--- src/rtl/uart_msg_reader_if.sv ---
// Handshake bundle between the UART RX message FIFO/assembler, the message
// reader, and the downstream command decoder.
interface uart_msg_reader_if #(parameter int CNT_W = 16);
  logic             got_full_message;
  logic [7:0]       msg_len;
  logic             parity_out;
  logic             msg_start;
  logic             rd_req;
  logic [15:0]      fifo_q;
  logic [15:0]      m_data;
  logic             m_valid;
  logic             m_ready;
  logic             m_first;
  logic             m_last;
  logic             m_err;
  logic             len_err;
  logic [CNT_W-1:0] msg_cnt;
  logic [CNT_W-1:0] err_cnt;

  modport master (
    input  got_full_message, msg_len, parity_out, fifo_q, m_ready,
    output msg_start, rd_req, m_data, m_valid, m_first, m_last, m_err,
           len_err, msg_cnt, err_cnt
  );

  modport slave (
    output got_full_message, msg_len, parity_out, fifo_q, m_ready,
    input  msg_start, rd_req, m_data, m_valid, m_first, m_last, m_err,
           len_err, msg_cnt, err_cnt
  );
endinterface

--- src/rtl/uart_msg_reader.sv ---
// Pops one complete message out of the RX FIFO and re-emits it as a framed
// valid/ready word stream, checking message parity on the last beat.
module uart_msg_reader #(
  parameter int CNT_W = 16
) (
  input logic               clk,
  input logic               rst,
  uart_msg_reader_if.master bus
);
  typedef enum logic [1:0] {IDLE, FETCH, GAP} state_t;

  localparam logic [CNT_W-1:0] CNT_ONE = {{(CNT_W-1){1'b0}}, 1'b1};

  state_t           state;
  logic [7:0]       len_r, rd_cnt, out_cnt;
  logic             par_r, acc;
  logic             rd_req_r, rd_d;
  logic [1:0]       occ;
  logic [15:0]      buf0, buf1;
  logic             msg_start_r, len_err_r;
  logic [CNT_W-1:0] msg_cnt_r, err_cnt_r;

  logic [15:0] head, buf0_n, buf1_n;
  logic [1:0]  occ_n;
  logic [7:0]  rd_cnt_n;
  logic        m_valid_c, xfer, acc_eff, first_c, last_c, err_c, rd_req_n;

  // A word arriving from the FIFO is presented in the same cycle when the
  // skid buffer is empty; otherwise it queues behind the buffered head.
  always_comb begin
    head      = (occ != 2'd0) ? buf0 : bus.fifo_q;
    m_valid_c = (occ != 2'd0) | rd_d;
    xfer      = m_valid_c & bus.m_ready;
    acc_eff   = acc ^ (rd_d & (^bus.fifo_q));
    first_c   = m_valid_c & (out_cnt == 8'd0);
    last_c    = m_valid_c & (out_cnt == len_r - 8'd1);
    err_c     = last_c & (acc_eff ^ par_r);

    buf0_n = buf0;
    buf1_n = buf1;
    occ_n  = occ;
    case ({xfer, rd_d})
      2'b01: begin
        if (occ == 2'd0) buf0_n = bus.fifo_q;
        else             buf1_n = bus.fifo_q;
        occ_n = occ + 2'd1;
      end
      2'b10: begin
        buf0_n = buf1;
        occ_n  = occ - 2'd1;
      end
      2'b11: begin
        if (occ == 2'd1) begin
          buf0_n = bus.fifo_q;
        end else if (occ == 2'd2) begin
          buf0_n = buf1;
          buf1_n = bus.fifo_q;
        end
      end
      default: ;
    endcase

    // Next-cycle request only if the word it fetches will still have room:
    // buffered words plus the one landing next cycle must stay below two.
    rd_cnt_n = rd_cnt + {7'd0, rd_req_r};
    rd_req_n = (state == FETCH) && !(xfer && last_c) && (rd_cnt_n < len_r) &&
               (({1'b0, occ_n} + {2'b00, rd_req_r}) < 3'd2);
  end

  always_ff @(posedge clk or posedge rst) begin
    if (rst) begin
      state       <= IDLE;
      len_r       <= 8'd0;
      rd_cnt      <= 8'd0;
      out_cnt     <= 8'd0;
      par_r       <= 1'b0;
      acc         <= 1'b0;
      rd_req_r    <= 1'b0;
      rd_d        <= 1'b0;
      occ         <= 2'd0;
      buf0        <= 16'd0;
      buf1        <= 16'd0;
      msg_start_r <= 1'b0;
      len_err_r   <= 1'b0;
      msg_cnt_r   <= '0;
      err_cnt_r   <= '0;
    end else begin
      msg_start_r <= 1'b0;
      len_err_r   <= 1'b0;
      case (state)
        IDLE: begin
          if (bus.got_full_message) begin
            msg_start_r <= 1'b1;
            len_r       <= bus.msg_len;
            par_r       <= bus.parity_out;
            rd_cnt      <= 8'd0;
            out_cnt     <= 8'd0;
            acc         <= 1'b0;
            rd_req_r    <= 1'b0;
            rd_d        <= 1'b0;
            occ         <= 2'd0;
            if (bus.msg_len == 8'd0) begin
              len_err_r <= 1'b1;
              if (err_cnt_r != '1) err_cnt_r <= err_cnt_r + CNT_ONE;
              state <= GAP;
            end else begin
              state <= FETCH;
            end
          end
        end
        FETCH: begin
          rd_req_r <= rd_req_n;
          rd_cnt   <= rd_cnt_n;
          rd_d     <= rd_req_r;
          occ      <= occ_n;
          buf0     <= buf0_n;
          buf1     <= buf1_n;
          acc      <= acc_eff;
          if (xfer) begin
            out_cnt <= out_cnt + 8'd1;
            if (last_c) begin
              state <= GAP;
              if (err_c) begin
                if (err_cnt_r != '1) err_cnt_r <= err_cnt_r + CNT_ONE;
              end else begin
                if (msg_cnt_r != '1) msg_cnt_r <= msg_cnt_r + CNT_ONE;
              end
            end
          end
        end
        GAP:     state <= IDLE;
        default: state <= IDLE;
      endcase
    end
  end

  // Data is forced to zero when nothing is presented so stale FIFO output
  // never leaks onto the stream.
  assign bus.m_data    = m_valid_c ? head : 16'd0;
  assign bus.m_valid   = m_valid_c;
  assign bus.m_first   = first_c;
  assign bus.m_last    = last_c;
  assign bus.m_err     = err_c;
  assign bus.rd_req    = rd_req_r;
  assign bus.msg_start = msg_start_r;
  assign bus.len_err   = len_err_r;
  assign bus.msg_cnt   = msg_cnt_r;
  assign bus.err_cnt   = err_cnt_r;
endmodule

--- src/flat_wrapper.sv ---
// flat-port wrapper written by rule: the top's interface ports become plain ports
module uart_msg_reader_flat 
#(
  parameter int CNT_W = 16
)
  (clk, rst, bus_got_full_message, bus_msg_len, bus_parity_out, bus_fifo_q, bus_m_ready, bus_msg_start, bus_rd_req, bus_m_data, bus_m_valid, bus_m_first, bus_m_last, bus_m_err, bus_len_err, bus_msg_cnt, bus_err_cnt);
  uart_msg_reader_if #(.CNT_W(CNT_W)) bus_i ();
  input logic clk;
  input logic rst;
  input wire logic [$bits(bus_i.got_full_message)-1:0] bus_got_full_message;
  input wire logic [$bits(bus_i.msg_len)-1:0] bus_msg_len;
  input wire logic [$bits(bus_i.parity_out)-1:0] bus_parity_out;
  input wire logic [$bits(bus_i.fifo_q)-1:0] bus_fifo_q;
  input wire logic [$bits(bus_i.m_ready)-1:0] bus_m_ready;
  output wire logic [$bits(bus_i.msg_start)-1:0] bus_msg_start;
  output wire logic [$bits(bus_i.rd_req)-1:0] bus_rd_req;
  output wire logic [$bits(bus_i.m_data)-1:0] bus_m_data;
  output wire logic [$bits(bus_i.m_valid)-1:0] bus_m_valid;
  output wire logic [$bits(bus_i.m_first)-1:0] bus_m_first;
  output wire logic [$bits(bus_i.m_last)-1:0] bus_m_last;
  output wire logic [$bits(bus_i.m_err)-1:0] bus_m_err;
  output wire logic [$bits(bus_i.len_err)-1:0] bus_len_err;
  output wire logic [$bits(bus_i.msg_cnt)-1:0] bus_msg_cnt;
  output wire logic [$bits(bus_i.err_cnt)-1:0] bus_err_cnt;
  assign bus_i.got_full_message = bus_got_full_message;
  assign bus_i.msg_len = bus_msg_len;
  assign bus_i.parity_out = bus_parity_out;
  assign bus_i.fifo_q = bus_fifo_q;
  assign bus_i.m_ready = bus_m_ready;
  assign bus_msg_start = bus_i.msg_start;
  assign bus_rd_req = bus_i.rd_req;
  assign bus_m_data = bus_i.m_data;
  assign bus_m_valid = bus_i.m_valid;
  assign bus_m_first = bus_i.m_first;
  assign bus_m_last = bus_i.m_last;
  assign bus_m_err = bus_i.m_err;
  assign bus_len_err = bus_i.len_err;
  assign bus_msg_cnt = bus_i.msg_cnt;
  assign bus_err_cnt = bus_i.err_cnt;
  uart_msg_reader #(.CNT_W(CNT_W)) u_core (.clk(clk), .rst(rst), .bus(bus_i));
endmodule
--- config.mk ---
export PLATFORM = sky130hd
export DESIGN_NAME = uart_msg_reader_flat
export DESIGN_NICKNAME = d
export VERILOG_FILES = /design/src/rtl/uart_msg_reader_if.sv /design/src/rtl/uart_msg_reader.sv /design/src/flat_wrapper.sv
export SDC_FILE = /design/constraint.sdc
export NUM_CORES = 1
export LEC_CHECK = 0
export CORE_UTILIZATION = 50
export CTS_CLUSTER_SIZE = 25
export DETAILED_ROUTE_END_ITERATION = 6
export PLACE_DENSITY = 0.85
export SYNTH_ARGS = -nofsm -noshare
export SYNTH_HDL_FRONTEND = slang
export SYNTH_SLANG_ARGS = --single-unit
--- constraint.sdc ---
create_clock -name clk -period 7.19 [get_ports clk]
set_input_delay 1.438 -clock clk [delete_from_list [all_inputs] [get_ports clk]]
set_output_delay 1.438 -clock clk [all_outputs]
set_load 0.05 [all_outputs]
==> impl_summary.md <==
Status
The flow ran to the end, and the final reports show no timing, DRC or antenna violations.

Die
The overall die area is 11370 um^2. The initial core utilization is 0.5230. During I/O placement, the number of pins put on the boundary was between 80 and 90. Row generation in the floorplan step produced 37 rows. From left edge to right edge, the die measures between 100 and 150 um. The die span in y is 106.6 um. After floorplanning, the core was sized to cover between 10000 and 15000 um^2.

Power
Overall power consumption after layout is estimated at around 0.0026 W. The share of power burned in the clock network is 0.125. Of the total power, registers draw 0.335. The static leakage power is about 3 nW.

VDD sags by at most about 0.26 mV. The internal power of the cells totals 0.001391 W. The power density relative to cell area is 401.0 nW/um^2. The share of total power dissipated in combinational logic is 0.540. The fraction of power spent switching nets is 0.4714. The net load switching power is ~0.0012 W.

Yosys
Yosys printed 0 warnings. Yosys mapped a number of flops with a built-in enable equal to 0. Summing every instance area after synthesis gives about 5500 um^2. After synthesis the netlist holds a flip-flop and latch count of 98. The async set or reset register ratio after synthesis is 1.000. The post-synthesis cell count is 573.

The netlist uses between 50 and 60 different library cells. For this run, the leading register cell type out of synthesis is sky130_fd_sc_hd__dfrtp_1. The number of nets in the synthesized netlist is between 600 and 700. The portion of the post-synthesis area used by sequential elements is 0.4482. The post-synthesis average cell area is about 9.5 um^2.

Timing
The number of hold-slack violations in the final timing report is 0. The transition time at the pin with the least slew margin is between 1000 and 1500 ps. Headroom to the max-slew limit came out at 0.2590. The max-slew violation total from the final report is 0. The routed design could run at a clock period as short as 5489 ps.

Setup violations remaining at the end of the flow were counted as 0. The final setup TNS is 0 ps. Setup repair after global routing left no endpoint under its margin. On the final layout, the worst clock skew is 11.64 ps. The final worst-path cycle share is 0.7635.

The worst hold slack is roughly 500 ps. Derived from the worst setup path, the maximum achievable clock frequency is 0.1822 GHz.

Worst setup path
The endpoint kind of the worst setup timing path is an output port. The arrival time of data at the critical path endpoint is 4050 ps. The worst endpoint required time is approximately 5800 ps. The worst setup path is launched from an input pin. The top fanout value on the critical path is 7.

The type of the worst setup path is in2out. The slack of the worst reg-to-reg path is 3860 ps.

Clock network
The number of gates resized after CTS was 0. The longest clock path from root to sink contains 2 buffers. The tree is rooted in a sky130_fd_sc_hd__clkbuf_8.

The number of clock sinks seen by CTS is 98. The TritonCTS clock tree is yes. The number of buffers created by CTS is 9.

In this run, post-CTS hold repair placed 0 buffers. The clock latency on the worst-skew pair is approximately 360 ps. The total number of H-tree levels is 3.

The clock-pin slew of the registers on the worst-case setup and hold paths is roughly 90 ps. The post-CTS setup buffer count is 0.

Routing
The count of TritonRoute iterations in the first routing pass is 5. The first routing iteration left between 200 and 250 violations. The post-detailed-route DRC marker count is 0. The total via count in the routed design is approximately 4500. The routed wirelength normalized by instance count is 15.74 um. Dividing the detail-routed via count by the number of cells gives ~5.8. In this run the remaining antenna-violating nets after routing total 0. Summed over all layers, the routed wires come to between 10000 and 15000 um.

Layout
Measured on the finished design, the core utilization comes to 0.6275. The number of inserted diodes is 0. The filler cell count in the final layout is 920. The layout-stage area growth over the synthesis result is 19.99%.

In the final layout, the share of cells above drive strength 1 is 0.08204. The number of nets in the final layout is just under 700.

Place
At the end of routability-driven placement, the weighted congestion stood at 0.8560. The total of buffers placed on input and output ports is between 80 and 90. Detailed placement ended at an HPWL of between 8000 and 9000 um.

Global route
The overflow left after global routing is 0. The initial antenna violation count was 0. The maximum number of pins on one net before global-route repair is 60. The number of global-route vias before repair was 4503. In the global route stage, overall resource usage came out at 0.2317. The first-pass GRT wire length is 21230 um.

Flow run
The number of max-cap violations is 0.

Min path
The class of the worst hold path is reg2reg.
==> synthesized netlist by cell type, types with 16 or more instances <==
library cell	instances	area, um^2
sky130_fd_sc_hd__ha_1	17	212.7
sky130_fd_sc_hd__dfrtp_1	98	2452
sky130_fd_sc_hd__o21ai_0	35	175.2
sky130_fd_sc_hd__mux2_2	18	202.7
sky130_fd_sc_hd__and3_1	16	100.1
sky130_fd_sc_hd__xor2_1	25	219.0
sky130_fd_sc_hd__nand2_1	54	202.7
sky130_fd_sc_hd__xnor2_1	41	359.1
sky130_fd_sc_hd__nor2_1	38	142.6
sky130_fd_sc_hd__inv_1	36	135.1
sky130_fd_sc_hd__nand3_1	54	270.3
sky130_fd_sc_hd__a31oi_1	18	112.6
sky130_fd_sc_hd__clkbuf_1	24	90.09
==> registers in the layout, summed over array words and instances (netlist names) <==
register / count
u_core.acc: 1
u_core.buf0: 16
u_core.buf1: 16
u_core.bus.err_cnt: 16
u_core.bus.len_err: 1
u_core.bus.msg_cnt: 16
u_core.bus.msg_start: 1
u_core.bus.rd_req: 1
u_core.len_r: 8
u_core.occ: 2
u_core.out_cnt: 8
u_core.par_r: 1
u_core.rd_cnt: 8
u_core.rd_d: 1
u_core.state: 2
==> kinds of logic after synthesis <==
logic type	Yosys count	share of synthesized area
AND/OR/NAND/NOR	217	0.2129
flip-flops	98	0.4482
AO/OA/AOI/OAI	86	0.09833
XOR/XNOR	67	0.1086
buffers and inverters	66	0.04688
multiplexers	22	0.04619
adder cells (fa/ha/maj)	17	0.03887
==> layout by cell type (no fill, tap or decap), types with 3 or more instances in the layout <==
cell,count
sky130_fd_sc_hd__dfrtp_1,98
sky130_fd_sc_hd__clkdlybuf4s50_1,83
sky130_fd_sc_hd__nand3_1,54
sky130_fd_sc_hd__nand2_1,54
sky130_fd_sc_hd__xnor2_1,41
sky130_fd_sc_hd__nor2_1,38
sky130_fd_sc_hd__o21ai_0,35
sky130_fd_sc_hd__inv_1,35
sky130_fd_sc_hd__xor2_1,25
sky130_fd_sc_hd__mux2_2,18
sky130_fd_sc_hd__a31oi_1,18
sky130_fd_sc_hd__ha_1,17
sky130_fd_sc_hd__and3_1,16
sky130_fd_sc_hd__clkbuf_8,10
sky130_fd_sc_hd__nand4_1,9
sky130_fd_sc_hd__a22o_1,9
sky130_fd_sc_hd__a21oi_1,7
sky130_fd_sc_hd__nor3_1,6
sky130_fd_sc_hd__nand4b_1,6
sky130_fd_sc_hd__nand2b_1,5
sky130_fd_sc_hd__a21o_1,4
sky130_fd_sc_hd__nor4_1,4
sky130_fd_sc_hd__and4_1,3
sky130_fd_sc_hd__nor3_2,3
sky130_fd_sc_hd__o31ai_1,3
sky130_fd_sc_hd__buf_4,3
==> critical path, cell delays in order <==
cell	delay [ps]
sky130_fd_sc_hd__clkdlybuf4s50_1	470
sky130_fd_sc_hd__xor2_1	190
sky130_fd_sc_hd__xnor2_1	270
sky130_fd_sc_hd__xnor2_1	150
sky130_fd_sc_hd__xnor2_2	340
sky130_fd_sc_hd__a21o_1	190
sky130_fd_sc_hd__and3_1	180
sky130_fd_sc_hd__clkdlybuf4s50_1	810
==> power groups by stage <==
stage / clock, W / sequential (W) / combinational [W]
after floorplan: 0 / 0.000838 / 0.00107
after global placement: 0 / 0.000875 / 0.00138
after detailed placement: 0 / 0.000889 / 0.00142
after CTS: 0.000334 / 0.000879 / 0.00142
after global routing: 0.000359 / 0.000907 / 0.00155
final: 0.000329 / 0.000882 / 0.00142
==> per-layer routing <==
| layer | global-route usage | part of all wire | up-vias | routed length [um] |
|---|---|---|---|---|
| met5 | 0 | 0 | - | 0 |
| met4 | 0.1008 | 0.025 | 0 | 310 |
| met3 | 0.02432 | 0.039 | 27 | 481 |
| met2 | 0.3931 | 0.50 | 145 | 6094 |
| met1 | 0.3008 | 0.44 | 2235 | 5420 |
| li1 | - | - | 2120 | - |
==> cell type report <==
| type | instances | area, um^2 | area share |
|---|---|---|---|
| tap | 136 | 170.2 | 0.02592 |
| clock buffer | 10 | 137.6 | 0.02096 |
| sequential | 98 | 2452 | 0.3735 |
| multi-input combinational | 409 | 2768 | 0.4216 |
| timing repair buffer | 86 | 853.3 | 0.1300 |
| inverter | 37 | 141.4 | 0.02154 |
| clock inverter | 6 | 42.54 | 0.006480 |
==> path summary, 6_finish.rpt <==
path / cells after the start / startpoint / to
max: 8 / bus_fifo_q[2] / bus_m_err
min in group asynchronous: 2 / rst / u_core.buf0[10]$_DFFE_PP0P_
max in group asynchronous: 3 / rst / u_core.buf0[1]$_DFFE_PP0P_
min: 1 / u_core.bus.msg_cnt[9]$_DFFE_PP0P_ / u_core.bus.msg_cnt[9]$_DFFE_PP0P_
min reg2reg: 1 / u_core.bus.msg_cnt[9]$_DFFE_PP0P_ / u_core.bus.msg_cnt[9]$_DFFE_PP0P_
max reg2reg: 7 / u_core.occ[0]$_DFFE_PP0P_ / u_core.buf0[13]$_DFFE_PP0P_
==> per-stage QoR <==
stage | cells | cell area (um^2) | worst slack, ps
detailed placement | 766 | 6385 | 1698
global placement | 766 | 6385 | 1726
global route | 782 | 6565 | 1572
floorplan | 573 | 5472 | 2958
finish | 782 | 6565 | 1701
CTS | 782 | 6565 | 1694
No activity file was read; power rests on OpenSTA's default activity.
==> variant (config.mk and constraints unchanged) <==
Re-encode `state_t` (3 states) as one-hot, 3 bits wide.
--- a/src/rtl/uart_msg_reader.sv
+++ b/src/rtl/uart_msg_reader.sv
@@ -9,3 +9,3 @@
 );
-  typedef enum logic [1:0] {IDLE, FETCH, GAP} state_t;
+  typedef enum logic [2:0] {IDLE = 3'b001, FETCH = 3'b010, GAP = 3'b100} state_t;
 
Function: no difference found for any inputs over 4 cycles, from zero or initial values and one cycle with rst high; so few cycles prove little.
==> variant against the original RTL <==
Clock skew hardly changed; setup slack got worse by 0.053 ns; sequential cell count rose by 1; maximum frequency decreased by 0.96%; cell area is 0.29% lower; wire length fell by 2.5%; cell count decreased by 0.38%; count of clock-buffer cells in the layout fell by 1; core utilization up 0.38 points; critical path depth unchanged; non-clock buffer count unchanged; synthesized area fell by 1.4%; total power down 26%; largest cell class unchanged; highest routed layer unchanged.
==> variant: results (changes against the original RTL) <==
Run status
The run finished with clean final reports.

Route
The via density per instance came to 5.64 (-2.5%). The detailed-router iteration count before antenna repair is 5 (unchanged). The total via count in the routed design is 4396 (-2.9%). The violation count after the first detailed-route iteration is 208 (-4.6%). The average wire per standard cell is 15.4 µm (-2.1%).

Placement
The pre-CTS setup slack was 1.63 ns (-0.0676 ns). The instance count after placement with tap cells included is 764 (-0.26%). The weighted congestion reported at the end of routability-driven placement is 0.884 (+3.2%). The number of I/O port buffers is 83 (unchanged). The HPWL after detailed placement is 8580 µm (-3.6%).

Yosys
The area share of fa/ha/maj cells after synthesis is 3.94% (+0.056 points). The portion of netlist area occupied by mux cells was 4.55% (-0.073 points). The count of cell types in the netlist is 49 (-5.8%). The number of nets produced by synthesis is 613 (-0.97%). Yosys attributes the largest share of cell area to dfrtp_1, xnor2_1, nand3_1.

The compound-gate portion of the synthesized area was 10.3% (+0.44 points). The number of warning messages in the yosys log came to 0 (unchanged). The share of synthesized flip-flops with an asynchronous set or reset is 100% (unchanged). By count the netlist is led by dfrtp_1, nand2_1, nand3_1, nor2_1, xnor2_1. The area share of xor/xnor cells in the synthesized design is 11.0% (+0.18 points). The average cell area after synthesis was 9.51 µm² (-0.37%). The sequential share of the synthesized area came to 46.0% (+1.1 points).

Power
The worst ir drop on vdd is 0.163 mV (-37%). The static leakage power is 2.94 nW (-0.60%).

Worst hold path
The worst hold path startpoint is u_core.bus.err_cnt[12]. The worst hold path belongs to the class register to register.

Critical path
The maximum net fanout on the critical path was 4 (-3). The arrival time reported for the critical path endpoint came to 4.10 ns (+0.05 ns). The family with the most delay on the worst path is buffers and inverters. The reg2reg setup slack is 3.84 ns (-0.02 ns). The library cell contributing the largest single delay on the critical path is clkdlybuf4s50_1.

The origin of the critical flop-to-flop path is u_core.occ[0]. The launch point of the worst path is bus_fifo_q[6]. The largest stage delay on the critical path is 0.87 ns (+0.06 ns).

Global routing
The combined global-route utilization of all metal layers is 22.6% (-0.61 points). The via count of the first global-routing pass came to 4331 (-3.8%). The wire length of the first global-routing pass is 20400 µm (-3.8%). The maximum number of pins on one net before global-route repair came to 85 (+42%). The number of antenna violations at the first check in global routing is 0 (unchanged).

Clock tree
The number of cells upsized or downsized after cts is 0 (unchanged). The H-tree depth reported by CTS came to 3 (unchanged). The number of buffers inserted during clock tree synthesis came to 9 (unchanged).

The number of buffers inserted to repair setup after CTS is 0 (unchanged). At the later pin of the worst-skew pair, clock insertion delay measures 0.35 ns. The clock tree root driver cell is clkbuf_8. The maximum number of buffers from clock root to sink is 2 (unchanged). The clock slew seen by the registers of the worst setup and hold paths was 0.09 ns (about the same).

STA
The highest clock rate was 180 MHz (-0.96%). The actual transition at the worst max-transition pin is 1.04 ns (-0.0729 ns). The final clock skew was 0.0119 ns (+0.000210 ns).

Layout
The diode insertion count for antenna repair is 0 (unchanged). The share of post-route cells with drive strength above 1 came to 7.78% (-0.43 points). The count of nets after finishing came to 685 (-0.29%).

The filler cell count in the final layout is 871 (-5.3%).
==> variant: worst paths after layout <==
kind                            cells past startpoint                endpoint
worst max-delay path                                8               bus_m_err
worst min-delay path                                1  u_core.bus.err_cnt[12]
worst max register to register                      9   u_core.bus.err_cnt[1]
worst min register to register                      1  u_core.bus.err_cnt[12]
max in group asynchronous                           3        u_core.rd_cnt[7]
min in group asynchronous                           2   u_core.bus.err_cnt[7]
==> variant: cell type report <==
type                    count  area, µm²  share of cell area, %
clock buffers               9        124                   1.89
clock inverters             6       90.1                   1.38
inverters                  35        133                   2.03
multi-input cells         408       2700                   41.2
flip-flops and latches     99       2480                   37.9
well taps                 136        170                   2.60
repair buffers             86        853                   13.0
==> variant: cells by family (layout without fill, tap and decap cells) <==
logic type               after synthesis  count (layout)
AO/OA/AOI/OAI                         86              86
XOR/XNOR                              68              68
adder cells (fa/ha/maj)               17              17
buffers and inverters                 60             136
flip-flops                            99              99
multiplexers                          22              22
AND/OR/NAND/NOR                      215             215
==> variant: metrics by stage <==
stage | total power (W) | cell area, µm² | hold slack (ns)
6_report | 0.00194 | 6550 | 0.499
5_1_grt | 0.00206 | 6550 | 0.519
4_1_cts | 0.00195 | 6550 | 0.504
3_5_place_dp | 0.00156 | 6330 | 0.489
3_3_place_gp | 0.00153 | 6330 | 0.472
2_1_floorplan | 0.00132 | 5390 | 0.470
==> variant: metal layers <==
metal	global-route usage (%)	vias to the layer above	wire length (µm)	share of wire, %
met5	0	-	0	0
met4	8.33	0	240	2.0
met3	3.46	24	567	4.7
met2	36.7	132	5860	49
met1	30.5	2140	5320	44
li1	-	2100	-	-
==> variant: where the power goes <==
part           switching (W)  total [W]  internal [W]
registers          0.0000975   0.000749      0.000652
clock network       0.000191   0.000387      0.000196
logic               0.000519   0.000802      0.000283
